File: src/rtl/uart_hex_parser_if.sv
// Parsed-word stream from the hex line parser to the host-side command logic.
interface uart_hex_parser_if #(
    parameter int WIDTH = 32
);
    logic             o_valid;
    logic             o_ready;
    logic [WIDTH-1:0] o_data;
    logic [6:0]       o_ndig;
    logic             o_trunc;

    modport master (output o_valid, o_data, o_ndig, o_trunc, input o_ready);
    modport slave  (input o_valid, o_data, o_ndig, o_trunc, output o_ready);
endinterface

File: src/rtl/uart_hex_parser.sv
// Parses newline-terminated ASCII hex lines from a UART byte stream into WIDTH-bit words.
// Malformed lines, and lines finishing while the output slot is busy, are dropped and counted.
module uart_hex_parser #(
    parameter int WIDTH = 32
) (
    input  logic                     clk,
    input  logic                     rst_n,
    input  logic                     rx_done,
    input  logic [7:0]               rx_data,
    uart_hex_parser_if.master        o_bus,
    output logic                     err,
    output logic [7:0]               drop_cnt
);
    localparam int         MAXD   = WIDTH / 4;
    localparam logic [6:0] MAXD_C = 7'(MAXD);

    typedef enum logic [1:0] {S_IDLE, S_COLLECT, S_SKIP} state_t;

    state_t           r_state;
    logic [WIDTH-1:0] r_acc;
    logic [6:0]       r_cnt;
    logic             r_ltrunc;
    logic             r_valid;
    logic [WIDTH-1:0] r_data;
    logic [6:0]       r_ndig;
    logic             r_trunc;
    logic             r_err;
    logic [7:0]       r_drop;

    logic             w_is_hex;
    logic             w_is_term;
    logic [3:0]       w_nib;
    logic             w_accept;
    logic             w_slot_free;
    logic [WIDTH-1:0] w_shift;

    always_comb begin
        w_is_hex  = 1'b0;
        w_is_term = (rx_data == 8'h0A) || (rx_data == 8'h0D);
        w_nib     = 4'h0;
        if (rx_data >= 8'h30 && rx_data <= 8'h39) begin
            w_is_hex = 1'b1;
            w_nib    = 4'(rx_data - 8'h30);
        end else if (rx_data >= 8'h61 && rx_data <= 8'h66) begin
            w_is_hex = 1'b1;
            w_nib    = 4'(rx_data - 8'h57);
        end else if (rx_data >= 8'h41 && rx_data <= 8'h46) begin
            w_is_hex = 1'b1;
            w_nib    = 4'(rx_data - 8'h37);
        end
    end

    assign w_accept    = r_valid & o_bus.o_ready;
    assign w_slot_free = ~r_valid | w_accept;
    // Shift form avoids a zero-width slice when WIDTH == 4.
    assign w_shift     = (r_acc << 4) | WIDTH'(w_nib);

    always_ff @(posedge clk or negedge rst_n) begin
        if (!rst_n) begin
            r_state  <= S_IDLE;
            r_acc    <= '0;
            r_cnt    <= '0;
            r_ltrunc <= 1'b0;
            r_valid  <= 1'b0;
            r_data   <= '0;
            r_ndig   <= '0;
            r_trunc  <= 1'b0;
            r_err    <= 1'b0;
            r_drop   <= '0;
        end else begin
            r_err <= 1'b0;
            if (w_accept) r_valid <= 1'b0;
            if (rx_done) begin
                case (r_state)
                    S_IDLE: begin
                        if (w_is_hex) begin
                            r_acc   <= WIDTH'(w_nib);
                            r_cnt   <= 7'd1;
                            r_state <= S_COLLECT;
                        end else if (!w_is_term) begin
                            r_state <= S_SKIP;
                        end
                    end
                    S_COLLECT: begin
                        if (w_is_hex) begin
                            r_acc <= w_shift;
                            if (r_cnt == MAXD_C) r_ltrunc <= 1'b1;
                            else                 r_cnt    <= r_cnt + 7'd1;
                        end else begin
                            if (w_is_term) begin
                                if (w_slot_free) begin
                                    r_valid <= 1'b1;
                                    r_data  <= r_acc;
                                    r_ndig  <= r_cnt;
                                    r_trunc <= r_ltrunc;
                                end else begin
                                    r_err <= 1'b1;
                                    if (r_drop != 8'hFF) r_drop <= r_drop + 8'd1;
                                end
                                r_state <= S_IDLE;
                            end else begin
                                r_state <= S_SKIP;
                            end
                            r_acc    <= '0;
                            r_cnt    <= '0;
                            r_ltrunc <= 1'b0;
                        end
                    end
                    S_SKIP: begin
                        if (w_is_term) begin
                            r_err   <= 1'b1;
                            if (r_drop != 8'hFF) r_drop <= r_drop + 8'd1;
                            r_state <= S_IDLE;
                        end
                    end
                    default: r_state <= S_IDLE;
                endcase
            end
        end
    end

    assign o_bus.o_valid = r_valid;
    assign o_bus.o_data  = r_data;
    assign o_bus.o_ndig  = r_ndig;
    assign o_bus.o_trunc = r_trunc;
    assign err           = r_err;
    assign drop_cnt      = r_drop;
endmodule
File: src/flat_wrapper.sv
// flat-port wrapper written by rule: the top's interface ports become plain ports
module uart_hex_parser_flat 
#(
    parameter int WIDTH = 32
)
  (clk, rst_n, rx_done, rx_data, err, drop_cnt, o_bus_o_valid, o_bus_o_data, o_bus_o_ndig, o_bus_o_trunc, o_bus_o_ready);
  uart_hex_parser_if #(.WIDTH(WIDTH)) o_bus_i ();
  input  logic clk;
  input  logic rst_n;
  input  logic rx_done;
  input  logic [7:0] rx_data;
  output logic err;
  output logic [7:0] drop_cnt;
  output wire logic [$bits(o_bus_i.o_valid)-1:0] o_bus_o_valid;
  output wire logic [$bits(o_bus_i.o_data)-1:0] o_bus_o_data;
  output wire logic [$bits(o_bus_i.o_ndig)-1:0] o_bus_o_ndig;
  output wire logic [$bits(o_bus_i.o_trunc)-1:0] o_bus_o_trunc;
  input wire logic [$bits(o_bus_i.o_ready)-1:0] o_bus_o_ready;
  assign o_bus_o_valid = o_bus_i.o_valid;
  assign o_bus_o_data = o_bus_i.o_data;
  assign o_bus_o_ndig = o_bus_i.o_ndig;
  assign o_bus_o_trunc = o_bus_i.o_trunc;
  assign o_bus_i.o_ready = o_bus_o_ready;
  uart_hex_parser #(.WIDTH(WIDTH)) u_core (.clk(clk), .rst_n(rst_n), .rx_done(rx_done), .rx_data(rx_data), .o_bus(o_bus_i), .err(err), .drop_cnt(drop_cnt));
endmodule
File: config.mk
export PLATFORM = sky130hd
export DESIGN_NAME = uart_hex_parser_flat
export DESIGN_NICKNAME = d
export VERILOG_FILES = /design/src/rtl/uart_hex_parser_if.sv /design/src/rtl/uart_hex_parser.sv /design/src/flat_wrapper.sv
export SDC_FILE = /design/constraint.sdc
export NUM_CORES = 1
export LEC_CHECK = 0
export CAP_MARGIN = 20
export CORE_MARGIN = 2
export CORE_UTILIZATION = 45
export DETAILED_ROUTE_END_ITERATION = 10
export PLACE_DENSITY = 0.67
export SYNTH_ARGS = -nofsm -noshare
export SYNTH_HDL_FRONTEND = slang
export SYNTH_SLANG_ARGS = --single-unit
File: constraint.sdc
create_clock -name clk -period 4.64 [get_ports clk]
set_clock_uncertainty 0.15 [all_clocks]
set_input_delay 0.696 -clock clk [delete_from_list [all_inputs] [get_ports clk]]
set_output_delay 0.696 -clock clk [all_outputs]
set_load 0.1 [all_outputs]
==> summary.txt, run 1 <==
Routing
  • Post-route ant nets: 0
  • DRT iter0 DRCs: 84
  • Vias per cell: 5.37
  • Via count: 2841
  • Wire per inst: 14.7 um
  • Drt pass-1 iters: 5
  • Total wire length: 7.79 mm
  • Post-route DRC: 0

Floorplan
  • Die Area: ~10000 um2
  • Initial Util: 45.7%
  • # rows: 35
  • # IOs: between 60 and 70
  • Core area: 9060 um2
  • Die Span Y: 99.9 um
  • Die X: 99.9 um

STA
  • Max Fclk: 321 MHz
  • Minimum clock period: 3120 ps
  • Final worst-path setup slack: between 1500 and 2000 ps
  • Worst-Margin Slew: 985 ps
  • RSZ-0062 raised after global routing: false
  • Hold Vio Cnt, Final: 0
  • Max Slew Vio Count: 0
  • Post-route setup TNS: 0 ps
  • Tcrit/Tclk final: 67.2%
  • Min Hold Slack: 221 ps
  • # setup viols final: 0
  • Relative slew slack: 34.2%

CTS
  • CTS root buffer: clkbuf_8
  • Worst-path clk slew: 100 ps
  • Post-cts sizing count: 0
  • Hold Buf Count CTS: 0
  • Worst-case clock buffer depth: 2
  • Clk_lat worst skew: 350 ps
  • Inserted Clock Buffers: 9
  • Postcts setup bufs: 0
  • H-tree levels: 3
  • CTS tree: done
  • Clock sinks: 92

Critical path
  • Setup crit start kind: input port
  • Setup Crit Path Kind: in2reg
  • Worst Path Arrival: 3210 ps
  • Worst EP required: about 4700 ps
  • Critical Path Sink Type: register
  • Critical-path maximum fanout: 33

Synthesis
  • Post-synth top flop: dfrtp_1
  • Synth Cell Area: 4140 um2
  • YS warnings: 0
  • Top cell type's share of synthesized area: 55.6%
  • Ys async rst share: 100%
  • Post-synthesis sequential area ratio: 55.6%
  • Unique masters post-synth: 53
  • Avg Synthesized Cell Area: 11.8 um2
  • Top cells by area, synth: dfrtp_1 56%, mux2_2 11%, nand2_1 6.1%
  • Mapped Cells: 350
  • Post-synth EDFFs: 0
  • FF+latch count, synth: 92
  • Cell taking the most area after synthesis: dfrtp_1
  • Syn Nets: 372

Layout
  • Layout area overhead: 21.8%
  • Share of cells above drive strength 1: 18.4%
  • Net count of the finished layout: 435
  • Core Util, Final: 55.7%
  • Antenna cells: 0

Placement
  • Port Buf Inserts: 61
  • Setup Slack @ Placement: roughly 1100 ps
  • HPWL after DPL: 5.32 mm
  • GPL Wtd Cong: 0.878

Run status
  • Run status: finished, final reports clean

Global routing
  • Total global-route track usage: between 10% and 20%
  • Vias in the first global route: about 2800
  • Global-route wire length before repair: around 13 mm
  • Antenna violations before repair: 0
  • Largest net degree at the start of global routing: 57
  • Grt total ovfl: 0

Power
  • Pwr Density: 393 nW/um2
  • Lkg Pwr: 2.39 nW
  • IR drop worst, VDD: 0.000387 V

Run
  • Max-Cap Viols: 0

Worst hold path
  • Worst Hold Class: in2async
==> logic make-up (layout without fill, tap and decap cells) <==
kind of cell               Yosys count  count (layout)  share of synthesized area [%]
AOI/OAI and AO/OA                   42              42                           8.49
muxes                               42              42                           11.4
adders and majority gates           10              10                           3.02
and+or+nand+nor                    132             132                           16.2
xor gates and xnor gates             8               8                           1.69
DFF                                 92              92                           55.6
buffers and inverters               24              92                           3.59
==> state kept, by name, summed over array words and instances (netlist names) <==
name / flops
u_core.o_bus.o_data: 32
u_core.r_acc: 32
u_core.o_bus.o_ndig: 7
u_core.o_bus.o_valid: 1
u_core.err: 1
u_core.r_state: 2
u_core.drop_cnt: 8
u_core.o_bus.o_trunc: 1
u_core.r_cnt: 7
u_core.r_ltrunc: 1
==> final cells by class <==
| class | instances | area [um2] |
|---|---|---|
| fillers | 786 | 4020 |
| flip-flops and latches | 92 | 2300 |
| multi-input cells | 234 | 1690 |
| repair buffers | 66 | 646 |
| well taps | 111 | 139 |
| clock buffers | 9 | 124 |
| clock inverters | 7 | 108 |
| inverters | 10 | 37.5 |
==> worst max-delay path: stages <==
cell and delay [ps]:
clkdlybuf4s50_1 580, ha_1 250, mux2_2 230, nand3_4 130, nor3_4 450, buf_4 480
mux2_2 390
==> where the power goes <==
group | leakage [nW] | switching [W] | internal, W
logic | 1.01 | 0.000342 | 0.000135
clock network | 0.114 | 0.000303 | 0.000314
registers | 1.27 | 0.0000441 | 0.000847
total | 2.39 | 0.000689 | 0.00130
==> through the flow <==
step	cells	total power [W]	area (um2)
final	529	0.00198	5050
after global placement	513	0.00138	4810
after floorplan	350	0.00127	4140
after global routing	529	0.00210	5050
after detailed placement	513	0.00139	4810
after CTS	529	0.00201	5050
==> per-layer routing <==
metal / up-vias / GRT usage, % / routed length, um
met5: - / 0 / 0
met4: 0 / 6.74 / 157
met3: 14 / 3.20 / 300
met2: 70 / 26.6 / 3710
met1: 1393 / 22.8 / 3620
li1: 1364 / - / -
==> path summary, 6_finish.rpt <==
kind / cells after the start / to / slack [ps] / from
worst min register to register: 2 / u_core.r_acc[31]$_DFFE_PN0P_ / 330 / u_core.r_acc[31]$_DFFE_PN0P_
worst max register to register: 7 / u_core.r_acc[2]$_DFFE_PN0P_ / 2080 / u_core.r_state[1]$_DFFE_PN0P_
worst max-delay path: 7 / u_core.o_bus.o_data[15]$_DFFE_PN0P_ / 1520 / rx_data[0]
max in group asynchronous: 2 / u_core.o_bus.o_valid$_DFF_PN0_ / 3190 / rst_n
worst min-delay path: 1 / u_core.o_bus.o_data[27]$_DFFE_PN0P_ / 220 / rst_n
min in group clk: 2 / u_core.r_acc[31]$_DFFE_PN0P_ / 330 / u_core.r_acc[31]$_DFFE_PN0P_
==> Yosys cell counts (all sizes together) (2+ instances only) <==
master	n
a21o	2
o21bai	2
nor4	2
a22o	5
nor2	8
and3	6
xnor2	6
o21ai	9
nand2	67
nand4	4
a31o	2
xor2	2
mux2	42
ha	10
inv	10
nor2b	4
dfrtp	92
a21oi	7
nand3	33
o31ai	2
buf	14
nor4b	3
nor3	3
==> layout by cell type, fill, tap and decap left out, drive strengths merged, types with 4 or more instances in the layout <==
master	Yosys	routed
a21oi	7	7
a22o	5	5
and3	6	6
buf	14	6
clkbuf	0	9
clkdlybuf4s50	0	60
dfrtp	92	92
ha	10	10
inv	10	13
mux2	42	42
nand2	67	67
nand3	33	33
nand4	4	4
nor2	8	8
nor2b	4	4
o21ai	9	9
xnor2	6	6
Note: power is estimated with default switching activity, not from simulation.
==> inputs of run 2 (changes only) <==
Settings changed: PLACE_DENSITY 0.67 to 0.7.
Clock period 4.64 ns to 2.5 ns, I/O delays scaled along.
==> run 2 against run 1 <==
  * Sequential cell count unchanged
  * Worst setup slack worse by 1300 ps
  * First-iteration DRC count down 37%
  * Utilization is 0.90 points higher
  * Non-clock buffer count up 22
  * Critical path type unchanged
  * Largest cell class unchanged
  * Highest routed layer unchanged
==> summary.txt, run 2 (synthesized netlist as in run 1, its figures left out) <==
Run status
  • Run status: finished, final reports clean

Routing
  • Post-route DRC: 0
  • Total wire length: 7.74 mm
  • Post-route ant nets: 0
  • Via count: 2881
  • Drt pass-1 iters: 5
  • Wire per inst: 14.0 um
  • Vias per cell: about 5.2
  • DRT iter0 DRCs: 53

STA
  • Post-route setup TNS: 0 ps
  • Max Fclk: 440 MHz
  • Minimum clock period: 2270 ps
  • Tcrit/Tclk final: between 90 and 100%
  • Min Hold Slack: 321 ps
  • # setup viols final: 0
  • Hold Vio Cnt, Final: 0
  • Relative slew slack: 55.6%
  • Max Slew Vio Count: 0
  • Worst-Margin Slew: 666 ps
  • RSZ-0062 raised after global routing: false

Global routing
  • Most used routing layer: met2
  • Largest net degree at the start of global routing: 53
  • Met1 usage: between 20% and 30%
  • Global-route wire length before repair: 13.4 mm
  • Total global-route track usage: 16.6%
  • Vias in the first global route: 2915
  • Met3 Use GR: between 4 and 5%
  • Antenna violations before repair: 0
  • GR Util met2: a little over a quarter
  • Grt total ovfl: 0

Layout
  • Net count of the finished layout: about 460
  • Fillers: 768
  • Fin cells: 551
  • Layout area overhead: 23.8%
  • FF/Latch Area: between 2000 and 2500 um2
  • Commonest non-fill, non-tap cell in the layout: dfrtp_1
  • Share of cells above drive strength 1: 33.6%
  • Antenna cells: 0
  • Commonest non-fill, non-tap cells in the layout: 92 x dfrtp_1, 72 x buf_4, 67 x nand2_1, 40 x mux2_2, 32 x nand3_1
  • Footprint of the multi-input gates: 1690 um2

Critical path
  • Worst Path Arrival: 2360 ps
  • Setup Crit Path Kind: in2reg
  • Worst EP required: 2590 ps
  • Setup crit start kind: input port
  • R2R Setup Slk: 340 ps
  • Worst r2r dst: u_core.o_bus.o_data[21]$_DFFE_PN0P_
  • Critical-path maximum fanout: 40
  • RR Startpoint: u_core.r_state[1]$_DFFE_PN0P_
  • Reg2Reg Depth: 6
  • Critical Path Sink Type: register

CTS
  • Inserted Clock Buffers: 9
  • Worst-path clk slew: approximately 90 ps
  • Clock sinks: slightly above 90
  • Worst-case clock buffer depth: 2
  • CTS root buffer: clkbuf_8
  • Post-cts sizing count: 0
  • H-tree levels: 3
  • Clk_lat worst skew: roughly 350 ps
  • CTS tree: done

Floorplan
  • Die X: around 100 um
  • # rows: 35
  • Core area: 9060 um2
  • Die Span Y: 99.9 um
  • # IOs: 62
  • Die Area: 9990 um2
  • Initial Util: a little under half

Power
  • Sw frac: 34.7%
  • IR drop worst, VDD: around 0.00093 V
  • Lkg Pwr: 2.59 nW
  • Clock Power Share: 28.5%
  • Comb pwr share: 25.8%
  • Power Internal: 0.00236 W
  • Flop pwr share: between 40% and 50%
  • Net Switching: 0.00126 W
  • Pwr Density: 705 nW/um2

Worst hold path
  • WHS Endpoint: u_core.r_acc[30]$_DFFE_PN0P_
  • Hold Path Stages: 2
  • Worst Hold Launch: u_core.r_acc[30]$_DFFE_PN0P_
  • Worst Hold Class: reg2reg

Placement
  • GPL Wtd Cong: about 0.84
  • HPWL after DPL: 5.40 mm
  • Port Buf Inserts: 61
  • Cells after DPL: 534

Run
  • Max-Cap Viols: 0
[run 2: cell count changes in the layout (fill, tap and decap cells not counted), moves of 2 or more]
cell | previous run | this run
inv_8 | 2 | 0
clkdlybuf4s50_1 | 60 | 10
buf_12 | 0 | 5
clkinvlp_4 | 1 | 3
buf_4 | 6 | 72
[run 2: worst max-delay path, cell delays in order]
cell	delay, ps
clkdlybuf4s50_1	440
inv_1	90
ha_1	230
mux2_2	240
nand3_4	100
nor3_4	230
buf_12	250
mux2_2	370
[run 2: repair_timing]
action,4_1_cts,5_1_grt
hold buffers,1,0
buffers inserted,0,0
hold endpoints to repair,50,0
[run 2: worst max path at each step]
stage / start / endpoint / depth (start not counted)
5_1_grt: rx_data[1] / u_core.o_bus.o_data[21]$_DFFE_PN0P_ / 8
3_5_place_dp: rx_data[1] / u_core.o_bus.o_data[21]$_DFFE_PN0P_ / 8
2_1_floorplan: u_core.drop_cnt[0]$_DFFE_PN0P_ / u_core.drop_cnt[1]$_DFFE_PN0P_ / 5
3_3_place_gp: rx_data[1] / u_core.r_cnt[1]$_DFFE_PN0P_ / 8
6_report: rx_data[1] / u_core.o_bus.o_data[21]$_DFFE_PN0P_ / 8
4_1_cts: rx_data[1] / u_core.o_bus.o_data[21]$_DFFE_PN0P_ / 8
[run 2: power by group through the flow]
stage               sequential, W  clock, W  combinational, W
CTS                       0.00165   0.00106          0.000943
finish                    0.00165   0.00103          0.000935
detailed placement        0.00168         0          0.000943
global route              0.00167   0.00112           0.00102
floorplan                 0.00195         0          0.000403
global placement          0.00168         0          0.000931
[run 2: layout make-up]
class	count	area share, %
Clock buffer	10	2.68
Clock inverter	6	1.37
Inverter	10	0.732
Multi-Input combinational cell	234	33.0
Sequential cell	92	44.9
Tap cell	111	2.71
Timing Repair Buffer	88	14.6
[run 2: metrics by stage]
| step | setup WS, ps | area, um2 | total power (W) | utilization [%] |
|---|---|---|---|---|
| after floorplan | 38.6 | 4140 | 0.00235 | - |
| after global placement | -58.3 | 4910 | 0.00261 | 54.2 |
| after detailed placement | -153 | 4910 | 0.00262 | 54.2 |
| after CTS | 236 | 5130 | 0.00366 | 56.6 |
| after global routing | 158 | 5130 | 0.00382 | 56.6 |
| final | 227 | 5130 | 0.00362 | 56.6 |
[run 2: metal layers]
metal	share of wire, %	routed length [um]
met4	1.1	83
met2	49	3750
met1	46	3570
met5	0	0
met3	4.3	332
==> inputs of run 3 (changes only) <==
Settings changed: ABC_CLOCK_PERIOD_IN_PS set to 2500, CORE_UTILIZATION 45 to 49, HOLD_SLACK_MARGIN set to 0.06, PLACE_DENSITY 0.7 to 0.75.
==> run 3 against run 2 <==
  * Combinational power is 1% lower
  * Non-clock buffer count is 2 higher
  * Largest cell class unchanged
  * Largest power group unchanged
  * Wire length is 2.3% higher
==> summary.txt, run 3 (synthesized netlist as in run 1, its figures left out) <==
Run status
  • Run status: finished, final reports clean

Floorplan
  • Initial Util: between 50% and 60%
  • Die Span Y: 95.9 um
  • Core area: 8220 um2
  • Die Area: 9200 um2
  • Die X: roughly 96 um
  • # rows: 33
  • # IOs: 62

Power
  • Comb pwr share: 25.7%
  • Pwr Density: 704 nW/um2
  • Lkg Pwr: approximately 2.6 nW
  • Overall Power: 0.00359 W
  • Clock Power Share: between 20% and 30%
  • Power Internal: between 0.002 and 0.0025 W
  • Sw frac: 34.0%
  • IR drop worst, VDD: 0.000860 V
  • Net Switching: 0.00122 W
  • Flop pwr share: 46.1%

Routing
  • Total wire length: 7.91 mm
  • Post-route ant nets: 0
  • Wire per inst: 14.5 um
  • Drt pass-1 iters: 4
  • Post-route DRC: 0
  • Vias per cell: 5.40
  • DRT iter0 DRCs: 93
  • Via count: 2954

CTS
  • Postcts setup bufs: 0
  • Worst-path clk slew: 90 ps
  • Clock sinks: 92
  • Worst-case clock buffer depth: 2
  • CTS root buffer: clkbuf_8
  • Hold Buf Count CTS: 1
  • H-tree levels: 3
  • Clk_lat worst skew: 350 ps
  • Post-cts sizing count: 0
  • Inserted Clock Buffers: 9
  • CTS tree: done

STA
  • Min Hold Slack: 320 ps
  • Worst-Margin Slew: 712 ps
  • Max Slew Vio Count: 0
  • Post-route setup TNS: 0 ps
  • Minimum clock period: around 2300 ps
  • Relative slew slack: 52.5%
  • Hold Vio Cnt, Final: 0
  • Tcrit/Tclk final: 90.5%
  • Max Fclk: 442 MHz
  • # setup viols final: 0
  • RSZ-0062 raised after global routing: false

Critical path
  • Worst r2r dst: u_core.o_bus.o_data[8]$_DFFE_PN0P_
  • Setup Crit Path Kind: in2reg
  • Slowest cell on the critical path: clkdlybuf4s50_1
  • RR Startpoint: u_core.r_state[1]$_DFFE_PN0P_
  • Critical path capture point: u_core.o_bus.o_data[8]$_DFFE_PN0P_
  • Critical-path maximum fanout: 36
  • Reg2Reg Depth: 6
  • Setup crit start kind: input port
  • CP Cell Sequence: clkdlybuf4s50_1 > inv_1 > ha_1 > mux2_2 > nand3_4 > nor3_4 > buf_12 > mux2_2
  • Worst EP required: about 2600 ps
  • Critical Path Sink Type: register
  • Worst Setup SP: rx_data[1]
  • CP max stage delay: 440 ps
  • R2R Setup Slk: approximately 290 ps
  • Worst Path Arrival: between 2000 and 2500 ps
  • Most used cell along the critical path: mux2_2

Global routing
  • Antenna violations before repair: 0
  • Largest net degree at the start of global routing: 56
  • Grt total ovfl: 0
  • Vias in the first global route: 2814
  • Total global-route track usage: between 10% and 20%
  • Global-route wire length before repair: 13.2 mm

Layout
  • Fin area: 5110 um2
  • Share of cells above drive strength 1: about a third
  • Commonest non-fill, non-tap cells in the layout: 92 x dfrtp_1, 76 x buf_4, 67 x nand2_1, 40 x mux2_2, 32 x nand3_1
  • Commonest non-fill, non-tap cell in the layout: dfrtp_1
  • Net count of the finished layout: roughly 460
  • Antenna cells: 0
  • Layout area overhead: 23.3%
  • Fin cells: roughly 550

Placement
  • HPWL after DPL: 5.57 mm
  • Port Buf Inserts: 61
  • Cell Area, Placed: around 5000 um2
  • Cells after DPL: between 500 and 600
  • GPL Wtd Cong: 0.781

Worst hold path
  • Worst Hold Class: reg2reg

Run
  • Max-Cap Viols: 0
[run 3: power groups by stage]
stage / sequential (W) / clock [W] / combinational (W)
3_5_place_dp: 0.00169 / 0 / 0.000922
5_1_grt: 0.00168 / 0.00111 / 0.000999
4_1_cts: 0.00166 / 0.00104 / 0.000927
3_3_place_gp: 0.00168 / 0 / 0.000907
6_report: 0.00166 / 0.00101 / 0.000923
2_1_floorplan: 0.00195 / 0 / 0.000403
[run 3: worst min-delay path by stage]
stage	from	endpoint	cells past startpoint
finish	u_core.r_acc[30]$_DFFE_PN0P_	u_core.r_acc[30]$_DFFE_PN0P_	2
global route	u_core.r_acc[30]$_DFFE_PN0P_	u_core.r_acc[30]$_DFFE_PN0P_	2
CTS	u_core.r_acc[30]$_DFFE_PN0P_	u_core.r_acc[30]$_DFFE_PN0P_	2
detailed placement	u_core.r_acc[30]$_DFFE_PN0P_	u_core.r_acc[30]$_DFFE_PN0P_	2
global placement	u_core.r_acc[28]$_DFFE_PN0P_	u_core.r_acc[28]$_DFFE_PN0P_	2
floorplan	rst_n	u_core.drop_cnt[0]$_DFFE_PN0P_	0
[run 3: layer usage]
layer  vias up  track usage (%)  part of all wire [%]
met1      1470             23.9                    45
met2        67             30.4                    49
met3        12             3.99                   4.4
li1       1405                -                     -
met4         0             7.74                   1.5
met5         -                0                     0
[run 3: stage by stage]
step | util, % | worst slack [ps]
2_1_floorplan | - | 38.6
3_3_place_gp | 59.5 | -75.8
3_5_place_dp | 59.5 | -163
4_1_cts | 62.1 | 224
5_1_grt | 62.1 | 113
6_report | 62.1 | 237
[run 3: cell type report]
type / instances / area, um2
Sequential cell: 92 / 2300
Tap cell: 105 / 131
Fill cell: 663 / 3110
Clock inverter: 3 / 45.0
Timing Repair Buffer: 90 / 741
Multi-Input combinational cell: 234 / 1690
Inverter: 10 / 37.5
Clock buffer: 13 / 159
[run 3: critical path: cells and delay by family]
| family | cells | cell delay (ps) |
|---|---|---|
| buf+inv | 3 | 790 |
| mux | 2 | 610 |
| simple gates | 2 | 350 |
| fa+ha+maj | 1 | 220 |
